==> config.mk <==
export PLATFORM = sky130hd
export DESIGN_NAME = pkt_fifo_reader
export DESIGN_NICKNAME = d
export VERILOG_FILES = /design/src/rtl/pkt_reader_pkg.sv /design/src/rtl/pkt_skid_buf.sv /design/src/rtl/pkt_fifo_reader.sv
export SDC_FILE = /design/constraint.sdc
export NUM_CORES = 1
export LEC_CHECK = 0
export ABC_AREA = 0
export CORE_MARGIN = 2
export CORE_UTILIZATION = 41
export DETAILED_ROUTE_END_ITERATION = 6
export DONT_BUFFER_PORTS = 1
export GPL_TIMING_DRIVEN = 0
export HOLD_SLACK_MARGIN = 0.02
export PLACE_DENSITY = 0.52
export SYNTH_ARGS = -nofsm -noshare
export SYNTH_HDL_FRONTEND = slang
export SYNTH_SLANG_ARGS = --single-unit
==> constraint.sdc <==
create_clock -name i_clk -period 5.7 [get_ports i_clk]
set_input_delay 0 -clock i_clk [delete_from_list [all_inputs] [get_ports i_clk]]
set_output_delay 0 -clock i_clk [all_outputs]
set_load 0.01 [all_outputs]
==> src/rtl/pkt_reader_pkg.sv <==
// Shared types and constants for the packet FIFO reader: FSM encoding,
// header field layout and output buffer depth.
package pkt_reader_pkg;

    typedef enum logic [1:0] {
        S_IDLE = 2'd0,
        S_HDR  = 2'd1,
        S_BODY = 2'd2
    } state_t;

    localparam int LEN_LSB    = 0;
    localparam int SKID_DEPTH = 2;

    // Extracts the payload length field (len_w bits starting at LEN_LSB).
    function automatic logic [31:0] len_of(input logic [31:0] hdr, input int len_w);
        logic [31:0] mask;
        mask = (32'd1 << len_w) - 32'd1;
        return (hdr >> LEN_LSB) & mask;
    endfunction

endpackage

==> src/rtl/pkt_skid_buf.sv <==
// Two-entry registered output buffer holding payload words with their
// first/last framing flags; the head entry drives the stream outputs.
module pkt_skid_buf
    import pkt_reader_pkg::*;
#(
    parameter int WIDTH = 16
) (
    input  logic             i_clk,
    input  logic             i_rst,
    input  logic             i_push,
    input  logic [WIDTH-1:0] i_data,
    input  logic             i_first,
    input  logic             i_last,
    input  logic             i_pop,
    output logic [WIDTH-1:0] o_data,
    output logic             o_first,
    output logic             o_last,
    output logic [1:0]       o_count
);

    localparam int EW = WIDTH + 2;

    logic [EW-1:0] r_head;
    logic [EW-1:0] r_tail;
    logic [EW-1:0] w_in;
    logic [1:0]    r_cnt;

    assign w_in = {i_first, i_last, i_data};

    // The head only changes on a pop or when the buffer is empty, which keeps
    // the presented beat stable under backpressure.
    always_ff @(posedge i_clk or posedge i_rst) begin
        if (i_rst) begin
            r_head <= '0;
            r_tail <= '0;
            r_cnt  <= '0;
        end else begin
            case ({i_push, i_pop})
                2'b10: begin
                    if (r_cnt != 2'(SKID_DEPTH)) begin
                        if (r_cnt == 2'd0) r_head <= w_in;
                        else               r_tail <= w_in;
                        r_cnt <= r_cnt + 2'd1;
                    end
                end
                2'b01: begin
                    r_head <= r_tail;
                    r_cnt  <= r_cnt - 2'd1;
                end
                2'b11: begin
                    if (r_cnt == 2'd1) begin
                        r_head <= w_in;
                    end else begin
                        r_head <= r_tail;
                        r_tail <= w_in;
                    end
                end
                default: ;
            endcase
        end
    end

    assign o_data  = r_head[WIDTH-1:0];
    assign o_last  = r_head[WIDTH];
    assign o_first = r_head[WIDTH+1];
    assign o_count = r_cnt;

endmodule

==> src/rtl/pkt_fifo_reader.sv <==
// Drains header-framed packets from a registered-read FIFO and presents the
// payload as a valid/ready stream with first/last markers.
module pkt_fifo_reader
    import pkt_reader_pkg::*;
#(
    parameter int WIDTH     = 16,
    parameter int LEN_WIDTH = 12,
    parameter int CNT_WIDTH = 16
) (
    input  logic                 i_clk,
    input  logic                 i_rst,
    output logic                 o_fifo_rd_en,
    input  logic [WIDTH-1:0]     i_fifo_rd_data,
    input  logic                 i_fifo_empty,
    output logic                 o_valid,
    input  logic                 i_ready,
    output logic [WIDTH-1:0]     o_data,
    output logic                 o_first,
    output logic                 o_last,
    output logic                 o_err_len,
    output logic [CNT_WIDTH-1:0] o_pkt_count
);

    state_t               r_state;
    state_t               w_state_nxt;
    logic [LEN_WIDTH-1:0] r_rd_rem;
    logic [LEN_WIDTH-1:0] w_hdr_len;
    logic                 r_first_pend;
    logic                 r_inflight;
    logic                 r_infl_first;
    logic                 r_infl_last;
    logic [CNT_WIDTH-1:0] r_pkt_count;
    logic [1:0]           w_buf_cnt;
    logic [2:0]           w_occ;
    logic                 w_pop;
    logic                 w_rd_en;
    logic                 w_body_rd;
    logic                 w_err;

    assign w_hdr_len = LEN_WIDTH'(len_of(32'(i_fifo_rd_data), LEN_WIDTH));
    assign w_pop     = o_valid && i_ready;
    // Buffer occupancy after this cycle's pop, counting the word still in flight.
    assign w_occ     = {1'b0, w_buf_cnt} + {2'b00, r_inflight} - {2'b00, w_pop};
    assign w_body_rd = w_rd_en && (r_state == S_BODY);

    always_comb begin
        w_state_nxt = r_state;
        w_rd_en     = 1'b0;
        w_err       = 1'b0;
        case (r_state)
            S_IDLE: begin
                w_rd_en = !i_fifo_empty && !i_rst;
                if (w_rd_en) w_state_nxt = S_HDR;
            end
            S_HDR: begin
                if (w_hdr_len == '0) begin
                    w_err       = 1'b1;
                    w_state_nxt = S_IDLE;
                end else begin
                    w_state_nxt = S_BODY;
                end
            end
            S_BODY: begin
                w_rd_en = !i_fifo_empty && (r_rd_rem != '0) && (w_occ < 3'd2);
                if (r_inflight && r_infl_last) w_state_nxt = S_IDLE;
            end
            default: w_state_nxt = S_IDLE;
        endcase
    end

    always_ff @(posedge i_clk or posedge i_rst) begin
        if (i_rst) begin
            r_state      <= S_IDLE;
            r_rd_rem     <= '0;
            r_first_pend <= 1'b0;
            r_inflight   <= 1'b0;
            r_infl_first <= 1'b0;
            r_infl_last  <= 1'b0;
            r_pkt_count  <= '0;
        end else begin
            r_state      <= w_state_nxt;
            r_inflight   <= w_body_rd;
            r_infl_first <= w_body_rd && r_first_pend;
            r_infl_last  <= w_body_rd && (r_rd_rem == LEN_WIDTH'(1));
            if (r_state == S_HDR && w_hdr_len != '0) begin
                r_rd_rem     <= w_hdr_len;
                r_first_pend <= 1'b1;
            end else if (w_body_rd) begin
                r_rd_rem     <= r_rd_rem - LEN_WIDTH'(1);
                r_first_pend <= 1'b0;
            end
            if (w_pop && o_last) r_pkt_count <= r_pkt_count + CNT_WIDTH'(1);
        end
    end

    pkt_skid_buf #(
        .WIDTH (WIDTH)
    ) u_skid (
        .i_clk   (i_clk),
        .i_rst   (i_rst),
        .i_push  (r_inflight),
        .i_data  (i_fifo_rd_data),
        .i_first (r_infl_first),
        .i_last  (r_infl_last),
        .i_pop   (w_pop),
        .o_data  (o_data),
        .o_first (o_first),
        .o_last  (o_last),
        .o_count (w_buf_cnt)
    );

    assign o_valid      = (w_buf_cnt != 2'd0);
    assign o_fifo_rd_en = w_rd_en;
    assign o_err_len    = w_err;
    assign o_pkt_count  = r_pkt_count;

endmodule

* After elaboration in Yosys (flattened, before gate mapping) *
Index checks and enable logic that the tools add are counted.

word-level totals
  word-level logic and storage cells = 78
  bits of input ports = 20
  flip-flop bits (word level) = 72
  output and inout port bits = 37

operators by class
  add/subtract/negate cells = 6
  magnitude comparators = 1
  muxes and demuxes = 21
  reductions and logical operators = 26
  equal/unequal tests = 14

operators by type and width
  kind                   number
  $mux 18                6
  $pmux 18 s3            1
  $pmux 18 s2            1
  $mux 12                2
  $reduce_bool 12->1     2
  $add 16x1->16 const B  1
  $eq 12x1->1 const B    1
  $logic_not 12->1       1
  $sub 12x1->12 const B  1
  $logic_and 1x1->1      10
  $mux 2                 4
  $ne 2x2->1 const B     4
  $reduce_bool 2->1      4
  $eq 2x1->1 const B     3
  $eq 2x2->1 const B     3
  $ne 2x1->1 const B     3
  $pmux 2 s3             1
  $logic_not 2->1        2
  $mux 1                 4
  $pmux 2 s2             1
  $reduce_and 2->1       2
  $reduce_and 4->1       1
  $add 2x1->3            1
  $lt 3x2->1 const B     1
  other kinds (7)        8

* Longest topological paths before layout *
  depth in word-level cells = 9
  gate-level depth with buffers = 14
  depth with buffers taken out = 12

* Modules after synthesis *
A second synthesis with hierarchy kept.

unflattened totals
  cell total of the unflattened synthesis = 342
  area total of the unflattened synthesis = 3609.7 sq um

by module, submodules not included
  module           area each (sq um)  times used  sequential area each (sq um)  cells an instance
  pkt_skid_buf     1816.7             1           950.9                         166
  pkt_fifo_reader  1793.0             1           850.8                         176

* Least setup slack after synthesis *
Ideal clock, no wire load.

  path kind = flip-flop to flip-flop
  start = register u_skid.r_cnt[1], in the netlist u_skid.o_count[1]
  end = register r_rd_rem[6]
  buffers on the path = 2
  setup slack = 2.809 ns
  setup time = 0.126 ns
  clock period less this slack = 2.891 ns
  data required time = 5.574 ns
  arrival time = 2.765 ns
  cell stages (with the launch flop) = 14
  path through = dfrtp_1 -> inv_1 -> ha_1 -> nand2b_1 -> clkbuf_1 -> nor2_1 -> o21ai_0 -> fa_1 -> xnor2_1 -> and4b_1 -> clkbuf_1 -> a21o_1 -> o21ai_0 -> a221o_1

between the ends
  word-level cells in the longest chain between the ends = 8
  elaborated cells on any way between the ends = 9
  classes of those cells = 2 x add/sub; 1 x order compare; 1 x mux; 5 x reduce/logical

RTL lines
  item                                                                 line                   text
  start: declaration                                                   pkt_skid_buf.sv:26     logic [1:0] r_cnt;
  start signal: assignment                                             pkt_skid_buf.sv:43     r_cnt <= r_cnt + 2'd1;
  start signal: assignment                                             pkt_skid_buf.sv:48     r_cnt <= r_cnt - 2'd1;
  parallel branches: the longest is 2 deep, another holds $add 2x1->3  n/a
  $sub 3x1->3 *                                                        pkt_fifo_reader.sv:43  assign w_occ = {1'b0, w_buf_cnt} + {2'b00, r_inflight} - {2'b00, w_pop};
  $lt 3x2->1 *                                                         pkt_fifo_reader.sv:64  w_rd_en = !i_fifo_empty && (r_rd_rem != '0) && (w_occ < 3'd2);
  $logic_and 1x1->1 *                                                  pkt_fifo_reader.sv:64
  $pmux 1 s2 *                                                         pkt_fifo_reader.sv:50  case (r_state)
  $logic_and 1x1->1 *                                                  pkt_fifo_reader.sv:44  assign w_body_rd = w_rd_en && (r_state == S_BODY);
  $reduce_bool 2->1 (no source line) *                                 n/a
  end signal: assignment                                               pkt_fifo_reader.sv:86  r_rd_rem <= w_hdr_len;
  end signal: assignment                                               pkt_fifo_reader.sv:89  r_rd_rem <= r_rd_rem - LEN_WIDTH'(1);
  end: declaration                                                     pkt_fifo_reader.sv:26  logic [LEN_WIDTH-1:0] r_rd_rem;

Mark *: on every way between the ends.
A chain may end at the register's enable or synchronous reset.

* Final worst setup path *
  start = register u_skid.r_cnt[1], in the netlist u_skid.o_count[1]
  end = output o_fifo_rd_en

between the ends
  word-level cells in the longest chain between the ends = 6
  elaborated cells on any way between the ends = 7
  classes of those cells = 2 x add/sub; 1 x order compare; 1 x mux; 3 x reduce/logical

RTL lines
  item                                                                 line                   text
  parallel branches: the longest is 2 deep, another holds $add 2x1->3  n/a
  $sub 3x1->3 *                                                        pkt_fifo_reader.sv:43
  $lt 3x2->1 *                                                         pkt_fifo_reader.sv:64
  $logic_and 1x1->1 *                                                  pkt_fifo_reader.sv:64
  $pmux 1 s2 *                                                         pkt_fifo_reader.sv:50
  end: declaration                                                     pkt_fifo_reader.sv:12  output logic o_fifo_rd_en,

Marked as above.

==> metrics.md <==
| Metric | Value |
|---|---|
| Async SR Flop Fraction | 100% |
| Worst EP arrival | between 3 and 4 ns |
| # setup viols final | 0 |
| Top-count cell post-synth | dfrtp_1 |
| Main combinational cell family by area after synthesis | simple AND/OR/NAND/NOR gates |
| Htree depth | 3 |
| Yosys top cell area share | 52.2% |
| Initial antenna violation count | 0 |
| TritonCTS clock tree | yes |
| Max clock buf depth | 2 |
| Yosys cell types | 46 |
| Period Utilization, post-route | between 50 and 60% |
| Fin nets | 375 |
| DRT Wirelength | between 7 and 8 mm |
| Mux cell area share after synthesis | ~12% |
| Hold Crit Class | in -> reg |
| Final Max Tran Viols | 0 |
| Post-Syn Area per Cell | 10.9 sq um |
| Top cells by count, synth | 72 x dfrtp_1, 40 x nand2_1, 24 x o21ai_0, 21 x mux2i_1, 19 x mux2_2 |
| First-pass DRT Iterations | 4 |
| Transition time of the tightest slew-check pin | roughly 0.81 ns |
| Starting density of the core | between 40% and 50% |
| Crit path required time | 5.70 ns |
| Post-Synth Simple-Gate Area | 16.8% |
| Clk_skew | ~0.012 ns |
| Leakage | between 1.5 and 2 nW |
| First-pass GRT wire length | 12.6 mm |
| Vias | 2447 |
| Diode count | 0 |
| Clock sinks | just over 70 |
| Hold depth | 3 |
| Element type at the critical path end | primary output |
| Synth Flop Type | dfrtp_1 |
| Post-Synth Adder-Cell Area | ~2.8% |
| Worst R2R Setup Slack | 2.37 ns |
| Reg-to-Reg End | r_rd_rem[8]$_DFFE_PP0P_ |
| Slew margin rel. | about 45% |
| Crit path max-delay family | simple AND/OR/NAND/NOR gates |
| Slowest stage delay, CP | around 0.48 ns |
| Die area | between 9000 and 10000 sq um |
| WS Path Type | reg -> out |
| Die span in x | 95.7 um |
| Avg Vias per Cell | roughly 5.4 |
| Routability Congestion | between 0.8 and 0.9 |
| Root Driver | clkbuf_8 |
| CTS buffer count | 9 |
| Most frequent CP cell | clkbuf_1 |
| Pwr/cell area | between 400 and 500 nW/um^2 |
| Post-synthesis compound-gate area fraction | 8.88% |
| Vias in the first global route | 2401 |
| Post-CTS sizing | 0 |
| Synth-to-Final Area Change | 16.3% |
| Minimum clock period | roughly 3.4 ns |
| Layout cells sized above 1 | a little over an eighth |
| DPL Wire Length | about 5.3 mm |
| Worst Hold Path EP | r_first_pend$_DFFE_PP0P_ |
| DRC | 0 |
| Detailed Route Iter0 Violations | about 140 |
| Sequential area share after synthesis | 52.2% |
| Worst-Skew Late Latency | roughly 0.34 ns |
| Synthesized instance count | approximately 320 |
| RSZ-0062 raised after global routing | false |
| Maximum vdd drop | 0.205 mV |
| Synthesized flop and latch total | 72 |
| Maxcap violations | 0 |
| Slowest cell on the critical path | dfrtp_1 |
| Largest net degree at the start of global routing | 52 |
| Hold Crit Start | i_fifo_rd_data[8] |
| Total Power | about 1.8 mW |
| Register-to-Register Path Depth | 12 |
| Synth Cell Area | 3450 sq um |
| Post-DRT Antenna Nets | 0 |
| Top cells by area, synth | dfrtp_1 52%, mux2_2 6.2%, mux2i_1 6.1%, nand2_1 4.4%, xnor2_1 3.6% |
| GRT Overall Usage | between 10% and 20% |
| Final Hold Fails | 0 |
| Worst r2r src | u_skid.o_count[1]$_DFFE_PP0P_ |
| # IOs | 57 |
| WP buf/inv | 4 |
| Result of the run | finished clean |
| Critical Path Fanout Max | 9 |
| Syn nets | between 300 and 400 |
| Post-synth EDFFs | 0 |
| Post-Synth XOR/XNOR Area | ~4.8% |
| Synth warnings | 0 |
| Max frequency | between 0.2 and 0.3 GHz |
| Area leader, netlist | dfrtp_1 |
| Die height | about 96 um |
| Wire per inst | roughly 17 um |
| Row count | 33 |
| Crit-path cells | inv_1 > ha_1 > nand2b_1 > clkbuf_1 > nor2_1 > o21ai_0 > fa_1 > xnor2_1 > and4b_1 > clkbuf_1 > nand2_2 > inv_2 > or2_2 |
| Setup TNS | 0 ns |
| Clock slew at reported path FFs | roughly 0.08 ns |
| PortBufs | 0 |
| Total gr overflow | 0 |
| Startpoint Class | flip-flop |
| Core area | approximately 8000 sq um |
-- registers in the layout, summed over array words and instances, names as in the netlist --
| register | cells |
|---|---|
| r_first_pend | 1 |
| r_inflight | 1 |
| o_pkt_count | 16 |
| r_state | 2 |
| r_infl_first | 1 |
| u_skid.o_count | 2 |
| r_rd_rem | 12 |
| u_skid.r_head | 18 |
| r_infl_last | 1 |
| u_skid.r_tail | 18 |
-- worst max-delay path by stage --
| stage | from | end | slack [ns] | depth (start not counted) |
|---|---|---|---|---|
| final | u_skid.o_count[1]$_DFFE_PP0P_ | o_fifo_rd_en | 2.31 | 13 |
| after global routing | u_skid.o_count[1]$_DFFE_PP0P_ | o_fifo_rd_en | 1.94 | 13 |
| after floorplan | u_skid.o_count[1]$_DFFE_PP0P_ | r_rd_rem[6]$_DFFE_PP0P_ | 2.81 | 13 |
| after CTS | u_skid.o_count[1]$_DFFE_PP0P_ | o_fifo_rd_en | 2.24 | 13 |
| after global placement | u_skid.o_count[1]$_DFFE_PP0P_ | r_rd_rem[8]$_DFFE_PP0P_ | 2.41 | 12 |
| after detailed placement | u_skid.o_count[1]$_DFFE_PP0P_ | r_rd_rem[8]$_DFFE_PP0P_ | 2.37 | 12 |
-- cell type report --
| type | instances | area, sq um |
|---|---|---|
| buffer | 10 | 46.3 |
| tap | 105 | 131 |
| sequential | 72 | 1800 |
| clock buffer | 10 | 128 |
| multi-input combinational | 227 | 1570 |
| clock inverter | 5 | 82.6 |
| fill | 772 | 4160 |
| timing repair buffer | 20 | 218 |
| inverter | 8 | 32.5 |
-- placed cells by master (no fill, tap or decap), drive strengths merged, types with 5 or more instances in the layout --
master	count
nor3	8
and3	5
inv	8
dlygate4sd3	19
or4	5
xor2	5
ha	6
a21oi	8
nor2	14
clkbuf	18
nor2b	5
mux2i	21
mux2	19
o21ai	27
nand3	15
dfrtp	72
nor4	7
xnor2	14
nand2	41
-- power by group --
part | total [mW] | switching (mW) | internal [mW]
Combinational | 0.565 | 0.305 | 0.260
Clock | 0.432 | 0.187 | 0.245
Sequential | 0.849 | 0.166 | 0.683
Total | 1.85 | 0.658 | 1.19
-- per-stage QoR --
stage	utilization (%)	std cells	area [sq um]	setup slack [ns]	hold slack (ns)
6_report	49.1	457	4010	2.31	0.0425
5_1_grt	49.1	457	4010	1.94	0.0355
4_1_cts	49.1	457	4010	2.24	0.0204
3_5_place_dp	44.2	423	3610	2.37	-0.144
3_3_place_gp	43.8	422	3580	2.41	0.0781
2_1_floorplan	-	317	3450	2.81	0.0724
-- repair_timing --
action	CTS	global route
hold endpoints to repair	118	0
buffers inserted	0	0
hold buffers	19	0
-- tightest hold or removal path, stage by stage --
cell and delay [ns]:
or4_4 0.12, o31ai_2 0.13, nand2_1 0.09
-- metal layers --
metal	routed length (um)	global-route usage, %	up-vias
met5	0	0	-
met4	40	7.50	0
met3	453	3.60	2
met2	3430	26.4	65
met1	3660	26.6	1185
li1	-	-	1195
-- kinds of logic (layout without fill, tap and decap cells) --
family | after synthesis | in the layout
flops | 72 | 72
simple gates | 112 | 112
xor+xnor | 19 | 19
mux | 40 | 40
compound gates | 49 | 49
buf+inv | 18 | 53
fa+ha+maj | 7 | 7
(Power assumes the default switching activity.)
